**src/rtl/sub_multicycle.sv**
```systemverilog
// Multi-cycle subtractor: one CHUNK-bit slice per clock, LSB first.
// Produces diff, unsigned borrow and Y86 condition flags.
module sub_multicycle #(
    parameter int WIDTH = 64,
    parameter int CHUNK = 8
) (
    input  logic             clk,
    input  logic             rst_n,
    input  logic             in_valid,
    output logic             in_ready,
    input  logic [WIDTH-1:0] a,
    input  logic [WIDTH-1:0] b,
    input  logic             borrow_in,
    output logic             out_valid,
    input  logic             out_ready,
    output logic [WIDTH-1:0] diff,
    output logic             borrow_out,
    output logic             zf,
    output logic             sf,
    output logic             of
);

    localparam int NCHUNK = WIDTH / CHUNK;
    localparam int CW     = (NCHUNK > 1) ? $clog2(NCHUNK) : 1;
    localparam int SW     = CHUNK + 1;

    localparam logic [1:0] IDLE = 2'd0;
    localparam logic [1:0] RUN  = 2'd1;
    localparam logic [1:0] DONE = 2'd2;

    generate
        if (CHUNK < 1 || (WIDTH % CHUNK) != 0) begin : g_bad_chunk
            $error("sub_multicycle: WIDTH must be a multiple of CHUNK");
        end
    endgenerate

    logic [1:0]       state;
    logic [WIDTH-1:0] a_q;
    logic [WIDTH-1:0] b_q;
    logic             a_msb;
    logic             b_msb;
    logic             brw;
    logic [CW-1:0]    cnt;
    logic [WIDTH-1:0] res;

    logic [CHUNK-1:0] slice;
    logic             slice_bo;
    logic [WIDTH-1:0] next_res;
    logic             last;

    // Operand registers shift right so the active slice is always at bit 0.
    always_comb begin
        {slice_bo, slice} = {1'b0, a_q[CHUNK-1:0]}
                          - {1'b0, b_q[CHUNK-1:0]}
                          - SW'(brw);
        next_res = WIDTH'({slice, res} >> CHUNK);
        last     = (cnt == CW'(NCHUNK - 1));
    end

    assign in_ready  = (state == IDLE);
    assign out_valid = (state == DONE);

    always_ff @(posedge clk or negedge rst_n) begin
        if (!rst_n) begin
            state      <= IDLE;
            a_q        <= '0;
            b_q        <= '0;
            a_msb      <= 1'b0;
            b_msb      <= 1'b0;
            brw        <= 1'b0;
            cnt        <= '0;
            res        <= '0;
            diff       <= '0;
            borrow_out <= 1'b0;
            zf         <= 1'b0;
            sf         <= 1'b0;
            of         <= 1'b0;
        end else begin
            unique case (state)
                IDLE: begin
                    if (in_valid) begin
                        a_q   <= a;
                        b_q   <= b;
                        a_msb <= a[WIDTH-1];
                        b_msb <= b[WIDTH-1];
                        brw   <= borrow_in;
                        cnt   <= '0;
                        state <= RUN;
                    end
                end
                RUN: begin
                    a_q <= a_q >> CHUNK;
                    b_q <= b_q >> CHUNK;
                    brw <= slice_bo;
                    res <= next_res;
                    if (last) begin
                        diff       <= next_res;
                        borrow_out <= slice_bo;
                        zf         <= (next_res == '0);
                        sf         <= next_res[WIDTH-1];
                        of         <= (a_msb != b_msb)
                                    & (next_res[WIDTH-1] != a_msb);
                        cnt        <= '0;
                        state      <= DONE;
                    end else begin
                        cnt <= cnt + CW'(1);
                    end
                end
                DONE: begin
                    if (out_ready) begin
                        state <= IDLE;
                    end
                end
                default: state <= IDLE;
            endcase
        end
    end

endmodule

```
**config.mk**
```make
export PLATFORM = sky130hd
export DESIGN_NAME = sub_multicycle
export DESIGN_NICKNAME = d
export VERILOG_FILES = /design/src/rtl/sub_multicycle.sv
export SDC_FILE = /design/constraint.sdc
export NUM_CORES = 1
export LEC_CHECK = 0
export CORE_MARGIN = 8
export CORE_UTILIZATION = 34
export CTS_BUF_LIST = sky130_fd_sc_hd__clkbuf_16
export DETAILED_ROUTE_END_ITERATION = 8
export GPL_TIMING_DRIVEN = 0
export SYNTH_ARGS = -nofsm -noshare
export SYNTH_HDL_FRONTEND = slang
export SYNTH_SLANG_ARGS = --single-unit
```
**constraint.sdc**
```tcl
create_clock -name clk -period 6.99 [get_ports clk]
set_clock_uncertainty 0.05 [all_clocks]
set_input_delay 0.699 -clock clk [delete_from_list [all_inputs] [get_ports clk]]
set_output_delay 0.699 -clock clk [all_outputs]
set_load 0.02 [all_outputs]
```
==> results of run 1 <==
## routing by layer
layer | GRT usage [%] | part of all wire, % | vias to the layer above
li1 | - | - | 4358
met1 | 21.4 | 44 | 4273
met2 | 27.0 | 47 | 221
met3 | 4.48 | 6.5 | 50
met4 | 3.24 | 2.0 | 12
met5 | 0 | 0.22 | -
## where the power goes
group | internal (mW) | switching [mW]
logic | 1.12 | 1.67
registers | 2.14 | 0.475
clock network | 0.824 | 0.607
## logic make-up after synthesis
kind of cell | count (synthesis)
buffers and inverters | 95
AOI/OAI and AO/OA | 170
adders and majority gates | 18
DFF | 259
muxes | 112
xor gates and xnor gates | 6
and+or+nand+nor | 519
## layout make-up
type                    count  area, um2  area share, %
repair buffers            204       2080           14.1
diodes                      2       5.00         0.0338
well taps                 442        553           3.74
multi-input cells         825       4400           29.7
clock buffers              29        726           4.91
clock inverters            24        165           1.12
plain buffers              73        300           2.03
flip-flops and latches    259       6480           43.8
inverters                  22       82.6          0.558
## sequential cells by signal, indices dropped and copies added, names as in the netlist
signal and cells:
b_q 64, cnt 3, res 56, state 2
a_q 64, zf 1, b_msb 1, borrow_out 1
of 1, diff 64, a_msb 1, brw 1
## how the worst max path moves through the flow
| stage | from | end | cells after the start |
|---|---|---|---|
| 2_1_floorplan | a_q[0]$_DFFE_PN0P_ | res[62]$_DFFE_PN0P_ | 7 |
| 3_3_place_gp | rst_n | b_q[42]$_DFFE_PN0P_ | 1 |
| 3_5_place_dp | a_q[0]$_DFFE_PN0P_ | zf$_DFFE_PN0P_ | 7 |
| 4_1_cts | a_q[0]$_DFFE_PN0P_ | zf$_DFFE_PN0P_ | 7 |
| 5_1_grt | a_q[0]$_DFFE_PN0P_ | zf$_DFFE_PN0P_ | 7 |
| 6_report | a_q[0]$_DFFE_PN0P_ | zf$_DFFE_PN0P_ | 7 |
## placed cells by master, fill, tap and decap left out, types with 2 or more instances in the layout
cell             count
nand2_1            464
dfrtp_1            259
clkdlybuf4s50_1    201
o21ai_0            144
mux2i_1            104
clkbuf_1            47
clkbuf_16           29
inv_1               26
buf_2               18
ha_1                16
nor2_1              15
nor4_1              14
a21oi_1             12
mux2_2               8
clkinv_2             8
buf_1                7
clkinv_1             7
nand4_1              5
nor3_1               4
nand2b_1             3
xor2_1               3
xnor2_1              3
diode_2              2
nor2b_1              2
nand3b_1             2
or4b_1               2
a22o_1               2
fa_1                 2
bufinv_16            2
clkinvlp_4           2
buf_16               2
## Yosys cell counts (2+ instances only)
cell type / count
nand2_1: 464
dfrtp_1: 259
o21ai_0: 144
mux2i_1: 104
clkbuf_1: 47
inv_1: 22
buf_2: 18
ha_1: 16
nor2_1: 15
nor4_1: 14
a21oi_1: 12
mux2_2: 8
buf_1: 7
nand4_1: 5
nor3_1: 4
nand2b_1: 3
xnor2_1: 3
xor2_1: 3
a22o_1: 2
fa_1: 2
nand3b_1: 2
nor2b_1: 2
or4b_1: 2
## through the flow
stage / worst slack (ns) / utilization (%) / power (mW) / setup TNS (ns) / area, um2
floorplan: 4.46 / - / 4.29 / 0 / 11300
global placement: -6.11 / 42.4 / 5.39 / -1573.67 / 13800
detailed placement: 4.06 / 42.6 / 5.46 / 0 / 13900
CTS: 4.03 / 45.3 / 6.93 / 0 / 14800
global route: 3.81 / 45.3 / 7.35 / 0 / 14800
finish: 3.98 / 45.3 / 6.84 / 0 / 14800
==> results.ini, run 1 <==
[drt]
drc = 0
vias = 8914
drt.antenna.violating_nets = 0
wire_per_inst_um = 17.4
drtIter0Drc = 390
wirelength_um = 32600
via_per_inst = 4.74
firstDrtPassIters = 5

[synth]
synth_adder_area_share_pct = 2.13
synthMuxAreaShare_pct = 10.0
synth_area_leaders = dfrtp_1, nand2_1, mux2i_1
ys.flop_type = dfrtp_1
yosys_warnings = 0
synth-async-reset-ratio_pct = 100
seq_area_frac_synth_pct = 57.6
synth_top_family_by_area = simple AND/OR/NAND/NOR gates
synth_simple_gate_area_share_pct = 18.3
synth-edff-count = 0
synth_xor_area_share_pct = 0.467
ys_types = 44
synth-seq-cells = 259
synth_compound_area_share_pct = 8.08
syn_area_um2 = 11300
synth_top_cell_by_area = dfrtp_1
synth_top_area_share_pct = 57.6
syn_nets = 1330
syn_avg_cell_area_um2 = 9.55
syn-instance-count = 1179

[worst_setup_path]
worst_path_max_delay_cell = fa_1
max_stage_delay_ns = 0.49
crit_path_end_kind = flop
path_max_fanout = 3
path_buf_inv = 0
crit_family = adder cells
crit_chain = fa_1, fa_1, xnor2_1, nand4_1, nor4_1, nand4_1, o21ai_0
required_ns = 7.38
crit_arrival_ns = 3.40
reg2reg_slack_ns = 3.98
start_kind = flop
rr_worst_depth = 7
r2r_start = a_q[0]$_DFFE_PN0P_
worst_r2r_endpoint = zf$_DFFE_PN0P_
crit_type = reg -> reg

[cells_and_area]
syn2layout_area_growth_pct = 31.4
drive_gt1_share_pct = 5.29
nFillCells = 3155
nets = 1565
instances_no_fill = 1880

[cts]
clockRootBuffer = clkbuf_16
cts_tree = yes
ctsHoldBuffers = 0
post_cts.repair.setup_buffers = 0
ctsHtreeMaxLevel = 1
ctsResizeCount = 0
cts_made_buffers = 29
clk_latency_ns = 0.54
cts_sinks = 259
clock_path_buffers = 3
clkTransAtPathRegs_ns = 0.06

[placed_design]
routabilityCongestion = 0.836
dp_hpwl_um = 24800
dpl.cell_count = 1825
port_buffers = 202

[floorplanning]
pin_count = 203
start_util_pct = 34.5
die_h_um = 198
core.rowCount = 66
die_width_um = 198
fp.dieArea_um2 = 39200
core_area_um2 = 32600

[global_route]
grt_first_pass_wirelength_um = 51500
first_global_vias = 9159
gr-total-overflow = 0
grt_antenna_before_repair = 9
grt_use_total_pct = 16.4
grt_max_degree = 118

[pwr]
power.density_nw_per_um2 = 462
peakVddDrop_uv = 205
p_leak_nw = 6.71

[timing]
hold_viol_final = 0
slew_viol_final = 0
rsz0062_at_grt = no
fin_crit_sh_pct = 43.1
holdWs_ns = 0.0605
layout_min_cycle_time_ns = 3.01
fmax_mhz = 332
finalSetupViolCount = 0
timing.slew.headroom_pct = 50.9
tightest_slew_ns = 0.736

[job]
drv_cap = 0

[outcome]
status = finished, final reports clean

[worst_hold_path]
hp-class = in -> async

(Power assumes the default switching activity.)
==> inputs of run 2 (changes only) <==
Clock period 6.99 ns to 3.05 ns, I/O delays scaled along.
==> run 2 against run 1 <==
Sequential share of layout area down 0.070 points; non-clock buffer count increased by 1; first-iteration DRC count is 4.4% lower; flip-flop and latch count stayed put; worst setup slack lost 3.7 ns; register-to-register slack got worse by 3.7 ns; cell area grew 0.16%; wire length barely moved; via count about the same; largest cell class unchanged.
==> results.ini, run 2 (synthesized netlist as in run 1, its figures left out) <==
[outcome]
status = finished, final reports clean

[cells_and_area]
nFillCells = 3152
instances_no_fill = 1881
syn2layout_area_growth_pct = 31.6
final_cell_mix = nand2_1, dfrtp_1, clkdlybuf4s50_1
drive_gt1_share_pct = 5.43
nets = 1566
reg.largest.list = a_q: 64 flops, b_q: 64 flops, diff: 64 flops
layout_commonest_cell = nand2_1

[cts]
clockRootBuffer = clkbuf_16
cts_sinks = 259
cts_tree = yes
cts_made_buffers = 29
clock_path_buffers = 3
post_cts.repair.setup_buffers = 0
clkTransAtPathRegs_ns = 0.06
ctsHtreeMaxLevel = 1
clk_latency_ns = 0.54

[worst_setup_path]
r2r_start = a_q[0]$_DFFE_PN0P_
required_ns = 3.46
crit_type = reg -> reg
reg2reg_slack_ns = 0.24
rr_worst_depth = 7
crit_arrival_ns = 3.22
start_kind = flop
path_max_fanout = 5
crit_path_end_kind = flop
worst_r2r_endpoint = of$_DFFE_PN0P_

[pwr]
p_leak_nw = 6.72
total_power_mw = 15.7
power.density_nw_per_um2 = 1060
peakVddDrop_uv = 469

[floorplanning]
pin_count = 203
core.rowCount = 66
core_area_um2 = 32600
die_width_um = 198
die_h_um = 198
start_util_pct = 34.5
fp.dieArea_um2 = 39200

[global_route]
first_global_vias = 9159
grt_first_pass_wirelength_um = 51500
grt_max_degree = 118
grt_antenna_before_repair = 9
grt_use_total_pct = 16.4
gr-total-overflow = 0

[placed_design]
dp_hpwl_um = 24800
routabilityCongestion = 0.836
port_buffers = 202
dpl.cell_count = 1825

[timing]
slew_viol_final = 0
finalSetupViolCount = 0
holdWs_ns = 0.265
timing.slew.headroom_pct = 50.1
tns_ns = 0
rsz0062_at_grt = no
fmax_mhz = 356
tightest_slew_ns = 0.748
hold_viol_final = 0
layout_min_cycle_time_ns = 2.81
fin_crit_sh_pct = 92.0

[drt]
firstDrtPassIters = 5
drtIter0Drc = 373
wire_per_inst_um = 17.4
drt.antenna.violating_nets = 0
wirelength_um = 32700
drc = 0
via_per_inst = 4.74
vias = 8919

[worst_hold_path]
hp-class = in -> async

[job]
drv_cap = 0

## run 2: cell count changes in the layout (fill, tap and decap cells not counted)
| cell | before | now |
|---|---|---|
| dlygate4sd3_1 | 0 | 1 |
| nor4_1 | 14 | 13 |
| nor4_2 | 0 | 1 |
| xnor2_1 | 3 | 2 |
| xnor2_2 | 0 | 1 |
## run 2: critical path, cell delays in order (launching register included)
cell	delay (ns)
dfrtp_1	0.41
fa_1	0.49
ha_1	0.29
o21ai_0	0.13
a2111oi_0	0.58
a311oi_2	0.17
or4b_1	0.51
nand3_1	0.09
## run 2: timing repair
action,in CTS,in global routing
setup endpoints to repair,0,1
hold endpoints to repair,74,0
resized for setup,0,2
hold buffers,1,0
## run 2: final cells by class
| cell class | instances | area, um2 | area share [%] |
|---|---|---|---|
| clock inverters | 24 | 165 | 1.11 |
| inverters | 22 | 82.6 | 0.557 |
| clock buffers | 29 | 726 | 4.90 |
| flip-flops and latches | 259 | 6480 | 43.7 |
| diodes | 2 | 5.00 | 0.0338 |
| well taps | 442 | 553 | 3.73 |
| multi-input cells | 825 | 4410 | 29.8 |
| repair buffers | 205 | 2090 | 14.1 |
| plain buffers | 73 | 300 | 2.03 |
## run 2: metal layers
| metal | GRT usage [%] | vias up | wire length (um) |
|---|---|---|---|
| li1 | - | 4359 | - |
| met1 | 21.4 | 4273 | 14500 |
| met2 | 27.0 | 224 | 15400 |
| met3 | 4.47 | 51 | 2120 |
| met4 | 3.24 | 12 | 644 |
| met5 | 0 | - | 71 |
## run 2: worst max-delay path by stage
stage                             startpoint  slack, ns  depth (start not counted)                  end
after floorplan           a_q[0]$_DFFE_PN0P_       0.52                          7  res[62]$_DFFE_PN0P_
after global placement                 rst_n      -9.65                          1  b_q[42]$_DFFE_PN0P_
after detailed placement  a_q[0]$_DFFE_PN0P_       0.12                          7       zf$_DFFE_PN0P_
after CTS                 a_q[0]$_DFFE_PN0P_       0.09                          7       zf$_DFFE_PN0P_
after global routing      a_q[0]$_DFFE_PN0P_       0.03                          7       zf$_DFFE_PN0P_
final                     a_q[0]$_DFFE_PN0P_       0.24                          7       of$_DFFE_PN0P_
## run 2: stage by stage
stage,cell area (um2),utilization (%),worst slack [ns]
global route,14800,45.4,0.0263
floorplan,11300,-,0.518
CTS,14800,45.4,0.0900
detailed placement,13900,42.6,0.119
global placement,13800,42.4,-9.65
finish,14800,45.4,0.245
## run 2: power by group
group | internal [mW] | leakage, nW | switching (mW)
clock | 1.89 | 0.454 | 1.39
combinational | 2.59 | 2.90 | 3.83
sequential | 4.90 | 3.36 | 1.09
total | 9.37 | 6.72 | 6.31
==> inputs of run 3 (changes only) <==
Clock period 3.05 ns to 2.4 ns, I/O delays scaled along.
==> run 3 against run 2 <==
The flow now finishes with violations (negative setup slack); first-iteration DRC count grew 29%; sequential share of layout area is 0.80 points lower; highest routed layer unchanged; combinational power rose by 44%; largest power group unchanged; critical path depth up 1; count of clock-buffer cells in the layout is the same; worst setup slack worse by 0.36 ns; global-route usage rose by 0.60 points; core utilization grew 0.85 points.
==> results.ini, run 3 (synthesized netlist as in run 1, its figures left out) <==
[floorplanning]
fp.dieArea_um2 = 39200
die_width_um = 198
core_area_um2 = 32600
start_util_pct = 34.5
die_h_um = 198
core.rowCount = 66
pin_count = 203

[cts]
cts_tree = yes
ctsHtreeMaxLevel = 1
clkTransAtPathRegs_ns = 0.06
clock_path_buffers = 3
clockRootBuffer = clkbuf_16
cts_sinks = 259
cts_made_buffers = 29
clk_latency_ns = 0.54

[timing]
hold_viol_final = 0
timing.slew.headroom_pct = 50.7
fmax_mhz = 398
tns_ns = -0.339
finalSetupViolCount = 7
rsz0062_at_grt = yes
layout_min_cycle_time_ns = 2.51
fin_crit_sh_pct = 105
fin_ws_ns = -0.114
tightest_slew_ns = 0.739
slew_viol_final = 0

[drt]
vias = 8945
firstDrtPassIters = 5
via_per_inst = 4.73
highest_layer = met5
wl_met3_um = 2160
wire_per_inst_um = 17.7
drt-met1-wl_um = 14500
drc = 0
dr_wl_met2_um = 16000
wirelength_um = 33400
drtIter0Drc = 481
drt.antenna.violating_nets = 0

[worst_setup_path]
r2r_start = brw$_DFFE_PN0P_
required_ns = 2.76
crit_type = reg -> reg
crit_arrival_ns = 2.88
path_max_fanout = 3
crit_path_end_kind = flop
cp-startpoint = brw$_DFFE_PN0P_
worst_r2r_endpoint = borrow_out$_DFFE_PN0P_
critPathCapture = borrow_out$_DFFE_PN0P_
rr_worst_depth = 8
reg2reg_slack_ns = -0.11
start_kind = flop

[cells_and_area]
drive_gt1_share_pct = 8.30
reg.largest.list = a_q: 64 flops, b_q: 64 flops, diff: 64 flops
final_area_um2 = 15100
syn2layout_area_growth_pct = 34.0
final_cell_mix = nand2_1, dfrtp_1, clkdlybuf4s50_1
nets = 1576
layout_commonest_cell = nand2_1

[global_route]
first_global_vias = 9564
grt_first_pass_wirelength_um = 53300
gr-total-overflow = 0
grt_use_total_pct = 17.0
grt_antenna_before_repair = 5
grt_max_degree = 105

[placed_design]
routabilityCongestion = 0.843
dp_hpwl_um = 24800
placed_area_um2 = 13900
port_buffers = 202

[pwr]
p_leak_nw = 6.85
power.density_nw_per_um2 = 1390
peakVddDrop_uv = 714

[worst_hold_path]
hp-class = in -> reg
hold_start = a[62]

[outcome]
violations = negative setup slack
status = finished, violations left

[job]
drv_cap = 0

==> run 3: cell count changes in the layout (fill, tap and decap cells not counted), sizes merged <==
cell and change:
clkinvlp +1, inv +6, clkinv -8, clkbuf +3
bufinv -1, diode +1, buf +7
==> run 3: per-stage QoR <==
stage                     setup slack (ns)  power (mW)  cells  hold slack, ns  utilization, %
after global placement              -10.29        15.8   1823           0.407            42.5
after floorplan                    0.00363        12.6   1179          -0.106               -
after global routing                -0.174        22.5   1887           0.205            46.2
final                               -0.114        20.9   1890           0.202            46.3
after detailed placement            -0.489        16.0   1825           0.256            42.7
after CTS                           -0.106        20.9   1884           0.181            46.1
==> run 3: how the worst min path moves through the flow <==
stage,slack (ns),cells past startpoint,endpoint
after global placement,0.41,2,b_q[17]$_DFFE_PN0P_
after detailed placement,0.26,1,diff[52]$_DFFE_PN0P_
after floorplan,-0.11,0,a_msb$_DFFE_PN0P_
after global routing,0.21,3,a_q[62]$_DFFE_PN0P_
after CTS,0.18,3,b_q[60]$_DFFE_PN0P_
final,0.20,3,a_q[62]$_DFFE_PN0P_
==> run 3: final cells by class <==
type | count | area [um2]
Fill cell | 3153 | 17500
Antenna cell | 3 | 7.51
Clock inverter | 22 | 130
Buffer | 73 | 314
Timing Repair Buffer | 215 | 2170
Clock buffer | 29 | 726
Sequential cell | 259 | 6480
Tap cell | 442 | 553
Inverter | 22 | 82.6
Multi-Input combinational cell | 825 | 4630
==> run 3: power by group <==
part	leakage (nW)	internal [mW]	switching [mW]
Combinational	3.04	3.94	5.31
Clock	0.450	2.28	1.78
Sequential	3.36	6.22	1.39
Total	6.85	12.4	8.48
==> run 3: what timing repair did <==
item / CTS / global route
setup buffers: 7 / 3
resized for setup: 39 / 16
hold buffers: 1 / 0
pin swaps: 18 / 9
endpoints found under the hold margin: 89 / 0
setup endpoints to repair: 74 / 72
==> run 3: routing by layer <==
layer,up-vias,global-route usage (%)
li1,4381,-
met1,4274,21.7
met2,230,28.9
met3,50,4.19
met4,10,3.51
met5,-,0
==> run 3: critical path: stages (launching register included) <==
cell,delay (ns)
dfrtp_1,0.34
inv_2,0.05
fa_2,0.41
fa_2,0.38
nand2b_4,0.16
a2111oi_4,0.49
o41ai_2,0.12
xor2_1,0.27
o21ai_1,0.12
